`src/rtl/seq_det_pkg.sv`:
```
// Shared types and defaults for the serial pattern-detection run controller.
package seq_det_pkg;

  localparam int PAT_W_DEF = 8;
  localparam int CNT_W_DEF = 8;
  localparam int WIN_W_DEF = 16;
  localparam int LEN_W_DEF = $clog2(PAT_W_DEF) + 1;

  typedef enum logic [1:0] {
    IDLE = 2'd0,
    RUN  = 2'd1,
    DONE = 2'd2
  } ctrl_state_t;

  typedef struct packed {
    logic [PAT_W_DEF-1:0] pattern;
    logic [LEN_W_DEF-1:0] len;
    logic                 overlap;
    logic [WIN_W_DEF-1:0] window;
  } cfg_t;

  // Power-on configuration: single-bit pattern '0', overlapping, unbounded window.
  localparam cfg_t CFG_RESET = '{pattern: '0, len: LEN_W_DEF'(1), overlap: 1'b1, window: '0};

  function automatic logic len_legal(input int len, input int max_len);
    return (len >= 1) && (len <= max_len);
  endfunction

endpackage

```
`src/rtl/seq_pattern_matcher.sv`:
```
// History shift register, fill tracking and length-masked compare.
// hit_o is combinational on the history as it will be after the current shift.
module seq_pattern_matcher #(
  parameter int PAT_W = 8,
  parameter int LEN_W = $clog2(PAT_W) + 1
) (
  input  logic             clk,
  input  logic             rst,
  input  logic             clr_i,
  input  logic             shift_en_i,
  input  logic             din_i,
  input  logic [LEN_W-1:0] len_i,
  input  logic [PAT_W-1:0] pattern_i,
  input  logic             overlap_i,
  output logic             hit_o
);

  logic [PAT_W-1:0] hist_q, hist_d, hist_sh, mask;
  logic [LEN_W-1:0] fill_q, fill_d, fill_inc;

  always_comb begin
    hist_sh  = PAT_W'({hist_q, din_i});
    fill_inc = (fill_q >= len_i) ? len_i : fill_q + LEN_W'(1);
    mask     = '0;
    for (int i = 0; i < PAT_W; i++) begin
      mask[i] = (i < int'(len_i));
    end
    hit_o = shift_en_i && (fill_inc == len_i) && (((hist_sh ^ pattern_i) & mask) == '0);
  end

  // Non-overlap mode restarts the fill so a new match needs len fresh bits.
  always_comb begin
    hist_d = hist_q;
    fill_d = fill_q;
    if (clr_i) begin
      hist_d = '0;
      fill_d = '0;
    end else if (shift_en_i) begin
      hist_d = hist_sh;
      fill_d = (hit_o && !overlap_i) ? '0 : fill_inc;
    end
  end

  always_ff @(posedge clk or posedge rst) begin
    if (rst) begin
      hist_q <= '0;
      fill_q <= '0;
    end else begin
      hist_q <= hist_d;
      fill_q <= fill_d;
    end
  end

endmodule

```
`src/rtl/seq_detect_ctrl.sv`:
```
// Run controller: config handshake, IDLE/RUN/DONE sequencing, bit and match
// counting around a programmable serial pattern matcher.
module seq_detect_ctrl
  import seq_det_pkg::*;
#(
  parameter int PAT_W = PAT_W_DEF,
  parameter int CNT_W = CNT_W_DEF,
  parameter int WIN_W = WIN_W_DEF,
  parameter int LEN_W = $clog2(PAT_W) + 1
) (
  input  logic             clk,
  input  logic             reset,
  input  logic             cfg_valid,
  output logic             cfg_ready,
  input  logic [PAT_W-1:0] cfg_pattern,
  input  logic [LEN_W-1:0] cfg_len,
  input  logic             cfg_overlap,
  input  logic [WIN_W-1:0] cfg_window,
  output logic             cfg_err,
  input  logic             start,
  input  logic             abort,
  input  logic             din_valid,
  input  logic             din,
  output logic             busy,
  output logic             match,
  output logic [CNT_W-1:0] match_count,
  output logic             done
);

  ctrl_state_t state_q, state_d;

  logic [PAT_W-1:0] pat_q;
  logic [LEN_W-1:0] len_q;
  logic             ovl_q;
  logic [WIN_W-1:0] win_q;

  logic [WIN_W-1:0] bcnt_q, bcnt_d;
  logic [CNT_W-1:0] mcnt_q, mcnt_d;
  logic             cfg_err_q, match_q, done_q;

  logic cfg_xfer, cfg_ok, run_start, accept, win_end, hit;

  assign cfg_ready = (state_q == IDLE);
  assign cfg_xfer  = cfg_valid && cfg_ready;
  assign cfg_ok    = len_legal(int'(cfg_len), PAT_W);
  assign run_start = start && (state_q == IDLE);
  // Abort takes priority over any bit offered in the same cycle.
  assign accept    = (state_q == RUN) && din_valid && !abort;
  assign win_end   = accept && (win_q != '0) && ((bcnt_q + WIN_W'(1)) == win_q);

  seq_pattern_matcher #(
    .PAT_W (PAT_W),
    .LEN_W (LEN_W)
  ) u_matcher (
    .clk        (clk),
    .rst        (reset),
    .clr_i      (run_start),
    .shift_en_i (accept),
    .din_i      (din),
    .len_i      (len_q),
    .pattern_i  (pat_q),
    .overlap_i  (ovl_q),
    .hit_o      (hit)
  );

  always_comb begin
    state_d = state_q;
    unique case (state_q)
      IDLE:    if (start) state_d = RUN;
      RUN: begin
        if (abort)        state_d = IDLE;
        else if (win_end) state_d = DONE;
      end
      DONE:    state_d = IDLE;
      default: state_d = IDLE;
    endcase
  end

  always_comb begin
    bcnt_d = bcnt_q;
    mcnt_d = mcnt_q;
    if (run_start) begin
      bcnt_d = '0;
      mcnt_d = '0;
    end else if (accept) begin
      bcnt_d = bcnt_q + WIN_W'(1);
      if (hit && (mcnt_q != '1)) mcnt_d = mcnt_q + CNT_W'(1);
    end
  end

  always_ff @(posedge clk or posedge reset) begin
    if (reset) begin
      state_q   <= IDLE;
      pat_q     <= PAT_W'(CFG_RESET.pattern);
      len_q     <= LEN_W'(CFG_RESET.len);
      ovl_q     <= CFG_RESET.overlap;
      win_q     <= WIN_W'(CFG_RESET.window);
      bcnt_q    <= '0;
      mcnt_q    <= '0;
      cfg_err_q <= 1'b0;
      match_q   <= 1'b0;
      done_q    <= 1'b0;
    end else begin
      state_q <= state_d;
      // A config offered alongside start lands here first, so the run sees it.
      if (cfg_xfer && cfg_ok) begin
        pat_q <= cfg_pattern;
        len_q <= cfg_len;
        ovl_q <= cfg_overlap;
        win_q <= cfg_window;
      end
      bcnt_q    <= bcnt_d;
      mcnt_q    <= mcnt_d;
      cfg_err_q <= cfg_xfer && !cfg_ok;
      match_q   <= accept && hit;
      done_q    <= win_end;
    end
  end

  assign busy        = (state_q == RUN) || (state_q == DONE);
  assign cfg_err     = cfg_err_q;
  assign match       = match_q;
  assign match_count = mcnt_q;
  assign done        = done_q;

endmodule

```
`config.mk`:
```
export PLATFORM = sky130hd
export DESIGN_NAME = seq_detect_ctrl
export DESIGN_NICKNAME = d
export VERILOG_FILES = /design/src/rtl/seq_det_pkg.sv /design/src/rtl/seq_pattern_matcher.sv /design/src/rtl/seq_detect_ctrl.sv
export SDC_FILE = /design/constraint.sdc
export NUM_CORES = 1
export LEC_CHECK = 0
export BUFFER_PORTS_ARGS = -buffer_cell sky130_fd_sc_hd__buf_2
export CAP_MARGIN = 15
export CELL_PAD_IN_SITES_DETAIL_PLACEMENT = 0
export CELL_PAD_IN_SITES_GLOBAL_PLACEMENT = 1
export CORE_MARGIN = 2
export CORE_UTILIZATION = 46
export DETAILED_ROUTE_END_ITERATION = 16
export HOLD_SLACK_MARGIN = 0.08
export PLACE_DENSITY_LB_ADDON = 0.25
export SYNTH_ARGS = -nofsm -noshare
export SYNTH_HDL_FRONTEND = slang
export SYNTH_SLANG_ARGS = --single-unit
```
`constraint.sdc`:
```
create_clock -name clk -period 2.85 [get_ports clk]
set_input_delay 0.4275 -clock clk [delete_from_list [all_inputs] [get_ports clk]]
set_output_delay 0.4275 -clock clk [all_outputs]
set_load 0.01 [all_outputs]
```
* Word level (Yosys, flattened, before mapping)
Index checks and enable logic that the tools add are counted.
Storage, ports and cells: logic and storage cells 75, input bits 36, output and inout port bits 13, register bits 69
Cells by class: add/subtract/negate cells 3, bitwise gates (word level) 2, reduce and logical (&&, ||, !) cells 25, magnitude comparators 11, muxes and demuxes 15, equality and inequality tests 7
Operators with widths (number):
- 16-bit two-way mux | 2
- 8-bit two-way mux | 3
- 16-bit by 1-bit adder with 16-bit output, second input constant | 1
- 16-bit == test | 1
- 3-bit by 4-bit < comparator with 1-bit output, first input constant | 4
- 4-bit two-way mux | 4
- 16-bit nonzero test | 1
- 1-bit logical AND | 14
- 7-bit two-way mux | 2
- 8-bit by 1-bit adder with 8-bit output, second input constant | 1
- 8-bit bitwise AND | 1
- 8-bit zero test | 1
- 1-bit by 4-bit < comparator with 1-bit output, first input constant | 2
- 2-bit by 4-bit < comparator with 1-bit output, first input constant | 2
- 8-bit inequality test, second input constant | 1
- 8-bit XOR | 1
- 2-bit two-way mux | 3
- 4-bit by 1-bit adder with 4-bit output, second input constant | 1
- 4-bit == test | 1
- 4-bit by 1-bit >= comparator with 1-bit output, second input constant | 1
- 4-bit >= comparator | 1
- 4-bit less-or-equal comparator, second input constant | 1
- 2-bit one-hot mux with 2 select lines | 1
- 2-bit AND reduction | 2
- 8 further kinds | 11

* Longest topological paths before layout
Gate-level depths: netlist (run 1).
depth after elaboration 9, depth in mapped cells 9, gate-level depth less buffers 9

* Modules after synthesis
From an unflattened synthesis (run 1), not the netlist that was laid out.
Second synthesis, totals: cells, all modules 377, area, all modules 3922.5 µm²
By module, submodules not included:
- seq_detect_ctrl | seq. area each 1453.9 µm², cells an instance 287, times used 1, area an instance 3044.2 µm²
- seq_pattern_matcher | seq. area each 275.3 µm², cells an instance 90, times used 1, area an instance 878.3 µm²

* Worst setup path before layout (run 1)
No wires, ideal clock.
path type register -> register, from register len_q[0], to register u_matcher.fill_q[3], clock period less this slack 2.376 ns, setup slack 0.474 ns, arrival 2.301 ns, data required time 2.776 ns, cell stages (with the launch flop) 9, path buffers 0, library setup time 0.074 ns, cell sequence dfstp_2 ha_1 nand2b_1 a21o_1 a21o_1 a221oi_4 nor3_2 a2111o_1 a21oi_2
On the way: longest elaborated chain between the ends 9, elaborated cells on any way between the ends 19, those cells by class order compare (9); eq/ne (1); mux (4); bitwise (1); reduce/logical (4)
RTL lines:
- start: declaration | RTL line seq_detect_ctrl.sv:33 | logic [LEN_W-1:0] len_q;
- start signal: assignment | RTL line seq_detect_ctrl.sv:95 | len_q <= LEN_W'(CFG_RESET.len);
- start signal: assignment | RTL line seq_detect_ctrl.sv:108 | len_q <= cfg_len;
- 4-bit >= comparator | RTL line seq_pattern_matcher.sv:23 | fill_inc = (fill_q >= len_i) ? len_i : fill_q + LEN_W'(1);
- 4-bit two-way mux | RTL line seq_pattern_matcher.sv:23
- 4-bit == test | RTL line seq_pattern_matcher.sv:28 | hit_o = shift_en_i && (fill_inc == len_i) && (((hist_sh ^ pattern_i) & mask) == '0);
- 1-bit logical AND (2 in series) | RTL line seq_pattern_matcher.sv:28
- 1-bit logical AND | RTL line seq_pattern_matcher.sv:40 | fill_d = (hit_o && !overlap_i) ? '0 : fill_inc;
- 4-bit two-way mux * | RTL line seq_pattern_matcher.sv:40
- 4-bit two-way mux * | RTL line seq_pattern_matcher.sv:38 | end else if (shift_en_i) begin
- 4-bit two-way mux * | RTL line seq_pattern_matcher.sv:35 | if (clr_i) begin
- end signal: assignment | RTL line seq_pattern_matcher.sv:50 | fill_q <= fill_d;
- end: declaration | RTL line seq_pattern_matcher.sv:19 | logic [LEN_W-1:0] fill_q, fill_d, fill_inc;
Every way passes the cells marked *; elsewhere a longest branch is shown, timed or not. The select of a mux whose other input is x is not followed. A chain may end at the register's enable or synchronous reset.

* Final worst setup path (run 1)
Ends and elaborated chain as after synthesis.

==> results of run 1 <==
==> worst paths after layout <==
path / startpoint / end / slack [ps]
setup / recovery: len_q[0]$_DFFE_PP1P_ / u_matcher.fill_q[3]$_DFFE_PP0P_ / 300
hold reg to reg: pat_q[0]$_DFFE_PP0P_ / pat_q[0]$_DFFE_PP0P_ / 540
hold / removal: reset / win_q[0]$_DFFE_PP0P_ / 240
setup reg to reg: len_q[0]$_DFFE_PP1P_ / u_matcher.fill_q[3]$_DFFE_PP0P_ / 300
min in group clk: cfg_len[1] / len_q[1]$_DFFE_PP0P_ / 300
max in group asynchronous: reset / bcnt_q[8]$_DFFE_PP0P_ / 1900
==> cells in the mapped netlist (2+ instances only) <==
cell       instances
a2111o_1           2
a21o_1             4
a21oi_1           21
a21oi_2            2
a311oi_1           2
a31o_2             2
a31oi_1            4
and2_1             6
and3_1             2
and4_1             4
and4_4             2
buf_2              7
buf_6              3
clkbuf_1          11
dfrtp_1           67
dfstp_2            2
ha_1               9
inv_1             14
mux2_2            25
mux2i_1            5
nand2_1           42
nand2b_1           4
nand3_1           17
nand4_1            8
nor2_1            36
nor2b_1            5
nor3_1             6
nor3_2             3
nor4_1             6
o2111ai_1          3
o2111ai_2          2
o21ai_0           11
o21ai_1            2
o32ai_1            2
or3_1              3
xnor2_1           29
xor2_1            18
==> area by class of cell <==
cell class,instances,share of cell area (%)
inverter,15,1.23
sequential,69,37.7
clock buffer,12,3.38
timing repair buffer,56,6.55
multi-input combinational,309,47.7
tap,108,2.95
clock inverter,4,0.491
==> power breakdown <==
group | total, mW | switching (mW) | internal, mW | leakage (nW)
combinational | 1.40 | 0.716 | 0.687 | 0.993
clock | 0.733 | 0.374 | 0.359 | 0.0921
sequential | 1.58 | 0.336 | 1.24 | 0.893
total | 3.72 | 1.43 | 2.29 | 1.98
==> worst max-delay path, delay by kind of cell, from the launching register on <==
family / cells / cell delay [ps]
compound gates: 5 / 1350
flops: 1 / 610
simple gates: 2 / 280
fa+ha+maj: 1 / 250
==> stage by stage <==
stage / utilization [%] / hold slack, ps
6_report: 52.8 / 236
5_1_grt: 52.8 / 303
4_1_cts: 52.8 / 258
3_5_place_dp: 50.8 / 528
3_3_place_gp: 50.8 / 514
2_1_floorplan: - / 501
==> registers in the layout, indices dropped and copies added, names as in the netlist, 2 cells and up <==
register,flops
u_matcher.fill_q,4
bcnt_q,16
len_q,4
state_q,2
match_count,8
u_matcher.hist_q,7
pat_q,8
win_q,16
==> logic make-up (layout without fill, tap and decap cells) <==
kind of cell	count (synthesis)	after routing	synth area share [%]
AND/OR/NAND/NOR	151	151	18.8
AO/OA/AOI/OAI	70	70	12.9
adder cells (fa/ha/maj)	9	9	2.76
XOR/XNOR	49	49	10.9
multiplexers	30	30	8.13
flip-flops	69	69	42.4
buffers and inverters	36	87	4.08
==> per-layer routing <==
| layer | global-route usage, % | vias up |
|---|---|---|
| met1 | 30.4 | 1527 |
| met4 | 6.95 | 0 |
| met3 | 3.15 | 10 |
| met5 | 0 | - |
| li1 | - | 1547 |
| met2 | 30.0 | 62 |
==> out/metrics.yaml, run 1 <==
status:
  outcome: "completed"
yosys:
  async_flop_share_pct: 100
  ys_seq_elements: 69
  synth.yosys.warnings: 0
  syn_nets: 459
  syn_inst: 414
  yosysTopAreaCell: "dfrtp_1"
  syn_avg_cell_area_sq_um: 9.85
  synth-edff-count: 0
  synth_area_leaders: "dfrtp_1 41%, mux2_2 6.9%, xnor2_1 6.2%, nand2_1 3.9%, xor2_1 3.9%"
  synth_seq_area_share_pct: 42.4
  synth_cell_type_count: 60
  synth_flop_cell: "dfrtp_1"
  yosysTopAreaCellShare_pct: 41.1
  syn_area_sq_mm: 0.00408
sta:
  finalCriticalPeriod_ps: 2550
  tightest_slew_ps: 815
  finalMaxSlewViolations: 0
  fmax_mhz: 392
  finalCritPeriodShare_pct: 89.5
  skew_ps: 7.06
  rsz0062_at_grt: "no"
  setup_tns_ps: 0
  hold_viol_final: 0
  setup_viol: 0
  fin_ws_ps: 299
  relSlewSlack_pct: 45.6
power_and_ir_drop:
  p_per_area_mw_per_mm2: 811
  leakage_nw: 1.98
  p_total_mw: 3.72
  ir_worst_vdd_v: 0.000424
die:
  die_w_um: 98.2
  dieArea_sq_mm: 0.00964
  core_area_sq_mm: 0.00868
  start_util_pct: 47.0
  pin_count: 49
  fp.dieH_um: 98.2
  row_count: 34
critical_path:
  worstPathRequired_ps: 3130
  cpPeakStageDelay_ps: 610
  arrival_ps: 2830
  rr_worst_depth: 8
  start_kind: "flop"
  slowest_stage: "dfstp_2"
  critPathMostFrequentCell: "a21o_1"
  crit_path_end_kind: "flop"
  critPathMaxFanout: 7
  path_class: "reg -> reg"
  path_cells: "ha_1 > nand2b_1 > a21o_1 > a21o_1 > a221oi_4 > nor3_2 > a2111o_1 > a21oi_2"
placed_design:
  postPlaceCellArea_sq_mm: 0.00441
  dp.final_hpwl_um: 6500
  place_inst: 557
  dpl_worst_slack_ps: 320
  portBuffers: 48
  place.gp.congestion: 0.885
global_route:
  grt.overflow.total: 0
  antenna_found_initial: 0
  grt_max_degree: 40
  grt_pass1_wl_um: 15700
  grtUsageTotal_pct: 20.3
  grt_pass1_vias: 3152
layout:
  layout-drive-gt1-share_pct: 26.0
  antenna_cells: 0
  nets: 505
  syn_to_final_growth_pct: 12.4
  stdcell_count: 573
  layout_common_cells: "67 x dfrtp_1, 48 x buf_2, 42 x nand2_1, 36 x nor2_1, 29 x xnor2_1"
  fillers: 844
  final_common_cell: "dfrtp_1"
  postLayoutCellArea_sq_mm: 0.00458
  regArea_sq_mm: 0.00173
  multiInputGateArea_sq_mm: 0.00219
cts:
  cts-buffers-inserted: 9
  cts_resized: 0
  worstSkewPairLatency_ps: 350
  clkSinkCount: 69
  clk_pin_slew_worst_paths_ps: 70
  htreeDepth: 3
  clockBufferDepth: 2
  post-cts-setup-buffers: 0
  clockRootBuffer: "clkbuf_8"
  cts_tree: "yes"
  holdBufCountCts: 0
routing:
  routed_wl_um: 9020
  wl_met1_um: 4550
  post_drt_wl_per_cell_um: 15.7
  ant_nets: 0
  dr_wl_met2_um: 3980
  routed_via_density: 5.49
  vias: 3146
  wl_met3_um: 358
  drc: 0
  drtIter0Drc: 198
  routed.top_layer: "met4"
  dr.pass1.iters: 4
worst_hold_path:
  hp-class: "in -> async"
flow_run:
  drv_cap: 0
(Power assumes the default switching activity.)
==> run 2, diff against run 1 <==
--- a/config.mk
+++ b/config.mk
@@ -7,10 +7,8 @@
 export LEC_CHECK = 0
 export BUFFER_PORTS_ARGS = -buffer_cell sky130_fd_sc_hd__buf_2
 export CAP_MARGIN = 15
-export CELL_PAD_IN_SITES_DETAIL_PLACEMENT = 0
-export CELL_PAD_IN_SITES_GLOBAL_PLACEMENT = 1
 export CORE_MARGIN = 2
-export CORE_UTILIZATION = 46
+export CORE_UTILIZATION = 59
 export DETAILED_ROUTE_END_ITERATION = 16
 export HOLD_SLACK_MARGIN = 0.08
 export PLACE_DENSITY_LB_ADDON = 0.25
==> out/metrics.yaml, run 2 (synthesis results as in run 1) <==
status:
  outcome: "completed"
critical_path:
  critPathMostFrequentCell: "a21o_1"
  start_kind: "flop"
  slowest_stage: "dfstp_2"
  crit_start: "len_q[0]$_DFFE_PP1P_"
  arrival_ps: 2890  # +60 ps
  r2r-start: "len_q[0]$_DFFE_PP1P_"
  critPathMaxFanout: 7  # unchanged
  path_cells: "ha_1 > nand2b_1 > a21o_1 > a21o_1 > a221oi_4 > nor3_2 > a2111o_1 > a21oi_2"
  worstPathRequired_ps: 3120  # about the same
  timing.rr.end: "u_matcher.fill_q[3]$_DFFE_PP0P_"
  path_class: "reg -> reg"
  cp-endpoint: "u_matcher.fill_q[3]$_DFFE_PP0P_"
  crit_path_end_kind: "flop"
  cpPeakStageDelay_ps: 630  # +20 ps
  ff2ff_setup_slack_ps: 220  # -70 ps
  rr_worst_depth: 8  # unchanged
routing:
  dr.pass1.iters: 4  # unchanged
  drtIter0Drc: 239  # +21%
  post_drt_wl_per_cell_um: 16.2  # +2.9%
  routed_wl_um: 8800  # -2.4%
  routed_via_density: 5.94  # +8.1%
  drc: 0  # unchanged
  vias: 3224  # +2.5%
  ant_nets: 0  # unchanged
layout:
  syn_to_final_growth_pct: 11.2
  final_common_cell: "dfrtp_1"
  final_util_pct: 67.1  # +14 points
  layout-drive-gt1-share_pct: 25.5  # -0.54 points
  reg_top3: "bcnt_q (16), win_q (16)"
  stdcell_count: 543  # -5.2%
  antenna_cells: 0  # unchanged
  fillers: 572  # -32%
  nets: 503  # -0.40%
  layout_common_cells: "67 x dfrtp_1, 48 x buf_2, 42 x nand2_1, 36 x nor2_1, 29 x xnor2_1"
sta:
  hold_viol_final: 0  # unchanged
  setup_tns_ps: 0  # unchanged
  tightest_slew_ps: 529  # -286 ps
  fmax_mhz: 381  # -2.8%
  rsz0062_at_grt: "no"
  relSlewSlack_pct: 64.6  # +19 points
  finalMaxSlewViolations: 0  # unchanged
  finalCritPeriodShare_pct: 92.1  # +2.6 points
  setup_viol: 0  # unchanged
  skew_ps: 11.2  # +4.15 ps
  finalCriticalPeriod_ps: 2630  # +74.3 ps
placed_design:
  place_inst: 527  # -5.4%
  portBuffers: 48  # unchanged
  dp.final_hpwl_um: 6380  # -1.8%
  place.gp.congestion: 0.990  # +12%
cts:
  worstSkewPairLatency_ps: 350  # about the same
  cts-buffers-inserted: 9  # unchanged
  clockRootBuffer: "clkbuf_8"
  post-cts-setup-buffers: 0  # unchanged
  clockBufferDepth: 2  # unchanged
  clk_pin_slew_worst_paths_ps: 80  # about the same
  holdBufCountCts: 0  # unchanged
  htreeDepth: 3  # unchanged
  cts_tree: "yes"
  cts_resized: 0  # unchanged
  clkSinkCount: 69  # unchanged
flow_run:
  drv_cap: 0  # unchanged
global_route:
  grt_pass1_vias: 3109  # -1.4%
  grt_pass1_wl_um: 14900  # -5.3%
  antenna_found_initial: 0  # unchanged
  grtUsageTotal_pct: 25.0  # +4.7 points
  grt_max_degree: 32  # -20%
  grt.overflow.total: 0  # unchanged
power_and_ir_drop:
  p_total_mw: 3.74  # +0.76%
  ir_worst_vdd_v: 0.000529  # +25%
  p_per_area_mw_per_mm2: 826  # +1.8%
  leakage_nw: 1.96  # -0.85%
die:
  core_area_sq_mm: 0.00676  # -22%
  row_count: 30  # -12%
  die_w_um: 87.1  # -11%
  pin_count: 49  # unchanged
  start_util_pct: 60.4  # +13 points
  fp.dieH_um: 87.1  # -11%
  dieArea_sq_mm: 0.00759  # -21%
worst_hold_path:
  hp-class: "in -> async"
-- run 2: cell count changes in the layout (fill, tap and decap cells not counted) --
| cell | delta |
|---|---|
| buf_4 | -2 |
| clkbuf_1 | +1 |
| clkinv_2 | -2 |
| clkinvlp_4 | +1 |
-- run 2: worst max-delay path: cells and delay by family (launching register included) --
| family | cells | cell delay (ps) |
|---|---|---|
| simple gates | 2 | 290 |
| compound gates | 5 | 1360 |
| fa+ha+maj | 1 | 260 |
| flops | 1 | 630 |
-- run 2: final cells by class --
class / count / area [sq um] / area share (%)
Multi-Input combinational cell: 309 / 2190 / 48.2
Sequential cell: 69 / 1730 / 38.1
Timing Repair Buffer: 54 / 285 / 6.29
Clock buffer: 13 / 159 / 3.50
Tap cell: 80 / 100 / 2.21
Inverter: 15 / 56.3 / 1.24
Clock inverter: 3 / 20.0 / 0.441
-- run 2: metal layers --
layer	up-vias	share of wire [%]	global-route usage [%]
met2	102	47	38.7
met5	-	0	0
met4	0	1.5	5.59
li1	1544	-	-
met1	1565	47	36.5
met3	13	5.3	5.02
-- run 2: worst min path at each step --
stage,start,end,cells past startpoint
6_report,reset,win_q[0]$_DFFE_PP0P_,2
5_1_grt,reset,win_q[0]$_DFFE_PP0P_,2
4_1_cts,reset,win_q[13]$_DFFE_PP0P_,2
3_5_place_dp,reset,win_q[0]$_DFFE_PP0P_,2
3_3_place_gp,reset,win_q[0]$_DFFE_PP0P_,2
2_1_floorplan,pat_q[7]$_DFFE_PP0P_,pat_q[7]$_DFFE_PP0P_,1
-- run 2: through the flow --
stage / setup slack (ps) / hold WS, ps / instance area (sq um)
after CTS: 216 / 96.4 / 4540
after global routing: 76.1 / 111 / 4540
after detailed placement: 267 / 464 / 4360
after floorplan: 474 / 501 / 4080
after global placement: 375 / 446 / 4360
final: 224 / 85.7 / 4540
-- run 2: power by group --
group / internal, mW / total (mW) / switching, mW / leakage, nW
Clock: 0.363 / 0.740 / 0.377 / 0.0857
Combinational: 0.691 / 1.42 / 0.730 / 0.983
Sequential: 1.24 / 1.58 / 0.338 / 0.893
==> run 3, diff against run 2 <==
--- a/config.mk
+++ b/config.mk
@@ -8,10 +8,11 @@
 export BUFFER_PORTS_ARGS = -buffer_cell sky130_fd_sc_hd__buf_2
 export CAP_MARGIN = 15
 export CORE_MARGIN = 2
-export CORE_UTILIZATION = 59
+export CORE_UTILIZATION = 53
 export DETAILED_ROUTE_END_ITERATION = 16
 export HOLD_SLACK_MARGIN = 0.08
 export PLACE_DENSITY_LB_ADDON = 0.25
 export SYNTH_ARGS = -nofsm -noshare
 export SYNTH_HDL_FRONTEND = slang
+export SYNTH_HIERARCHICAL = 1
 export SYNTH_SLANG_ARGS = --single-unit
==> constraint.sdc (replaced) <==
create_clock -name clk -period 2.2 [get_ports clk]
set_input_delay 0.33 -clock clk [delete_from_list [all_inputs] [get_ports clk]]
set_output_delay 0.33 -clock clk [all_outputs]
set_load 0.01 [all_outputs]
==> out/metrics.yaml, run 3 <==
yosys:
  syn_area_sq_mm: 0.00392  # -3.8%
  synth.yosys.warnings: 6  # +6
  synth_flop_cell: "dfrtp_1"
  synth_seq_area_share_pct: 44.1  # +1.7 points
  yosysTopAreaCell: "dfrtp_1"
  synth_cell_type_count: 63  # +5.0%
  syn_nets: 422  # -8.1%
  ys_seq_elements: 69  # unchanged
  syn_inst: 377  # -8.9%
  syn_avg_cell_area_sq_um: 10.4  # +5.6%
  async_flop_share_pct: 100  # unchanged
  yosys-top-cells-count: "67 x dfrtp_1, 40 x nor2_1, 30 x xor2_1, 29 x mux2_2, 22 x xnor2_1"
  synth.most_common_cell: "dfrtp_1"
  synth-edff-count: 0  # unchanged
  synth_area_leaders: "dfrtp_1 43%, mux2_2 8.3%, xor2_1 6.7%, xnor2_1 4.9%, nor2_1 3.8%"
  yosysTopAreaCellShare_pct: 42.7  # +1.6 points
sta:
  tightest_slew_ps: 527  # -1.39 ps
  whs_ps: 201  # +115 ps
  hold_viol_final: 0  # unchanged
  fmax_mhz: 427  # +12%
  rsz0062_at_grt: "yes"
  setup_viol: 9  # +9
  fin_ws_ps: -143  # -367 ps
  relSlewSlack_pct: 64.5  # -0.10 points
  finalCriticalPeriod_ps: 2340  # -283 ps
  finalMaxSlewViolations: 0  # unchanged
  finalCritPeriodShare_pct: 106  # +14 points
  skew_ps: 9.89  # -1.31 ps
critical_path:
  crit_start: "len_q[3]$_DFFE_PP0P_"
  arrival_ps: 2570  # -320 ps
  path_class: "reg -> reg"
  timing.rr.end: "match_count[1]$_DFFE_PP0P_"
  worst-path-stages: 10  # +2
  cp-endpoint: "match_count[1]$_DFFE_PP0P_"
  worstPathRequired_ps: 2430  # -690 ps
  rr_worst_depth: 10  # +2
  r2r-start: "len_q[3]$_DFFE_PP0P_"
  slowest_stage: "dfrtp_1"
  path_cells: "buf_4 > xor2_1 > xnor2_1 > nor4_2 > o211a_1 > nand2_2 > a31oi_4 > buf_4 > mux2i_1 > nor2_1"
  ff2ff_setup_slack_ps: -140  # -370 ps
  start_kind: "flop"
  crit_family: "compound AO/OA/AOI/OAI gates"
  critPathMaxFanout: 8  # +1
  crit_buf_inv: 2  # +2
  critPathMostFrequentCell: "buf_4"
  cpPeakStageDelay_ps: 420  # -210 ps
  crit_path_end_kind: "flop"
routing:
  routed_wl_um: 9130  # +3.8%
  ant_nets: 0  # unchanged
  post_drt_wl_per_cell_um: 15.8  # -2.2%
  routed_via_density: 5.46  # -8.1%
  drc: 0  # unchanged
  dr.pass1.iters: 4  # unchanged
  vias: 3143  # -2.5%
  drtIter0Drc: 152  # -36%
layout:
  layout_common_cells: "65 x dfrtp_1, 48 x buf_2, 46 x buf_4, 39 x nor2_1"
  syn_to_final_growth_pct: 27.3
  nets: 518  # +3.0%
  antenna_cells: 0  # unchanged
  reg_top3: "bcnt_q (16), win_q (16)"
  final_common_cell: "dfrtp_1"
  final_util_pct: 69.2  # +2.1 points
  layout-drive-gt1-share_pct: 38.6  # +13 points
power_and_ir_drop:
  ir_worst_vdd_v: 0.000571  # +7.9%
  p_per_area_mw_per_mm2: 1020  # +24%
  leakage_nw: 2.25  # +15%
global_route:
  grt_pass1_wl_um: 15300  # +2.5%
  met2_usage_pct: 35.3  # -3.4 points
  top_usage_layer: "met2"
  grt.overflow.total: 0  # unchanged
  grt_pass1_vias: 3154  # +1.4%
  grt_max_degree: 37  # +16%
  antenna_found_initial: 0  # unchanged
  grtUsageTotal_pct: 23.6  # -1.4 points
  grt_use_met1_pct: 33.7  # -2.8 points
  grt_util_met3_pct: 6.37  # +1.3 points
cts:
  worstSkewPairLatency_ps: 350  # about the same
  clockBufferDepth: 2  # unchanged
  cts-buffers-inserted: 9  # unchanged
  clk_pin_slew_worst_paths_ps: 80  # about the same
  clkSinkCount: 69  # unchanged
  htreeDepth: 3  # unchanged
  clockRootBuffer: "clkbuf_8"
  cts_tree: "yes"
status:
  outcome: "finished, violations left"
  violations: "negative setup slack"
worst_hold_path:
  hp-class: "in -> reg"
die:
  start_util_pct: 54.4  # -6.0 points
  dieArea_sq_mm: 0.00811  # +6.7%
  die_w_um: 90.0  # +3.3%
  row_count: 31  # +3.3%
  fp.dieH_um: 90.0  # +3.3%
  pin_count: 49  # unchanged
  core_area_sq_mm: 0.00721  # +6.8%
flow_run:
  drv_cap: 0  # unchanged
placed_design:
  place.gp.congestion: 0.871  # -12%
  dp.final_hpwl_um: 6220  # -2.5%
  portBuffers: 48  # unchanged
==> run 3: layer usage <==
metal / vias to the layer above / part of all wire [%]
met4: 0 / 1.2
met3: 8 / 5.1
li1: 1533 / -
met2: 76 / 47
met1: 1526 / 47
met5: - / 0
==> run 3: cells by family after synthesis <==
family / count (synthesis) / synth area share [%]
muxes: 39 / 11.0
DFF: 69 / 44.1
buffers and inverters: 28 / 3.19
and+or+nand+nor: 129 / 17.9
xor gates and xnor gates: 52 / 11.6
adders and majority gates: 9 / 2.87
AOI/OAI and AO/OA: 51 / 9.35
==> run 3: cell type report <==
class | instances | area [sq um]
fill | 554 | 2220
multi-input combinational | 280 | 2220
sequential | 69 | 1730
timing repair buffer | 100 | 669
clock buffer | 11 | 151
tap | 99 | 124
inverter | 13 | 53.8
clock inverter | 4 | 47.5
==> run 3: worst register-to-register path, delay by kind of cell (launching register included) <==
| kind | cells | cell delay [ps] |
|---|---|---|
| muxes | 1 | 170 |
| and+or+nand+nor | 3 | 500 |
| xor gates and xnor gates | 2 | 290 |
| AOI/OAI and AO/OA | 2 | 510 |
| buffers and inverters | 2 | 330 |
| DFF | 1 | 420 |
==> run 3: timing repair <==
action / CTS / global route
hold buffers: 1 / 0
buffers inserted: 8 / 5
endpoints found under the setup margin: 10 / 14
pin swaps: 16 / 12
gates resized for setup: 12 / 17
hold endpoints to repair: 31 / 0
gates cloned: 0 / 0
==> run 3: stage by stage <==
step           setup TNS, ps  setup slack (ps)  power [mW]  instances  area [sq um]
2_1_floorplan              0              15.6        3.14        377          3950
3_3_place_gp            -484              -142        3.73        548          4560
3_5_place_dp           -1090              -227        3.79        548          4560
4_1_cts                 -134             -56.2        4.98        572          4880
5_1_grt                -2330              -283        5.44        576          4990
6_report                -842              -143        5.12        576          4990
==> run 3: worst min-delay path by stage <==
stage | start | end | slack (ps) | cells after the start
finish | cfg_window[9] | win_q[9]$_DFFE_PP0P_ | 200 | 2
global placement | reset | u_matcher/hist_q[2]$_DFFE_PP0P_ | 370 | 2
CTS | cfg_window[9] | win_q[9]$_DFFE_PP0P_ | 190 | 2
detailed placement | reset | u_matcher/hist_q[2]$_DFFE_PP0P_ | 380 | 2
global route | cfg_window[8] | win_q[8]$_DFFE_PP0P_ | 190 | 2
floorplan | reset | u_matcher/fill_q[0]$_DFFE_PP0P_ | 180 | 1
==> run 3: report_power, final <==
| group | switching (mW) | internal (mW) | leakage [nW] | total [mW] |
|---|---|---|---|---|
| logic | 0.998 | 1.10 | 1.26 | 2.10 |
| registers | 0.349 | 1.61 | 0.890 | 1.96 |
| clock network | 0.486 | 0.575 | 0.101 | 1.06 |
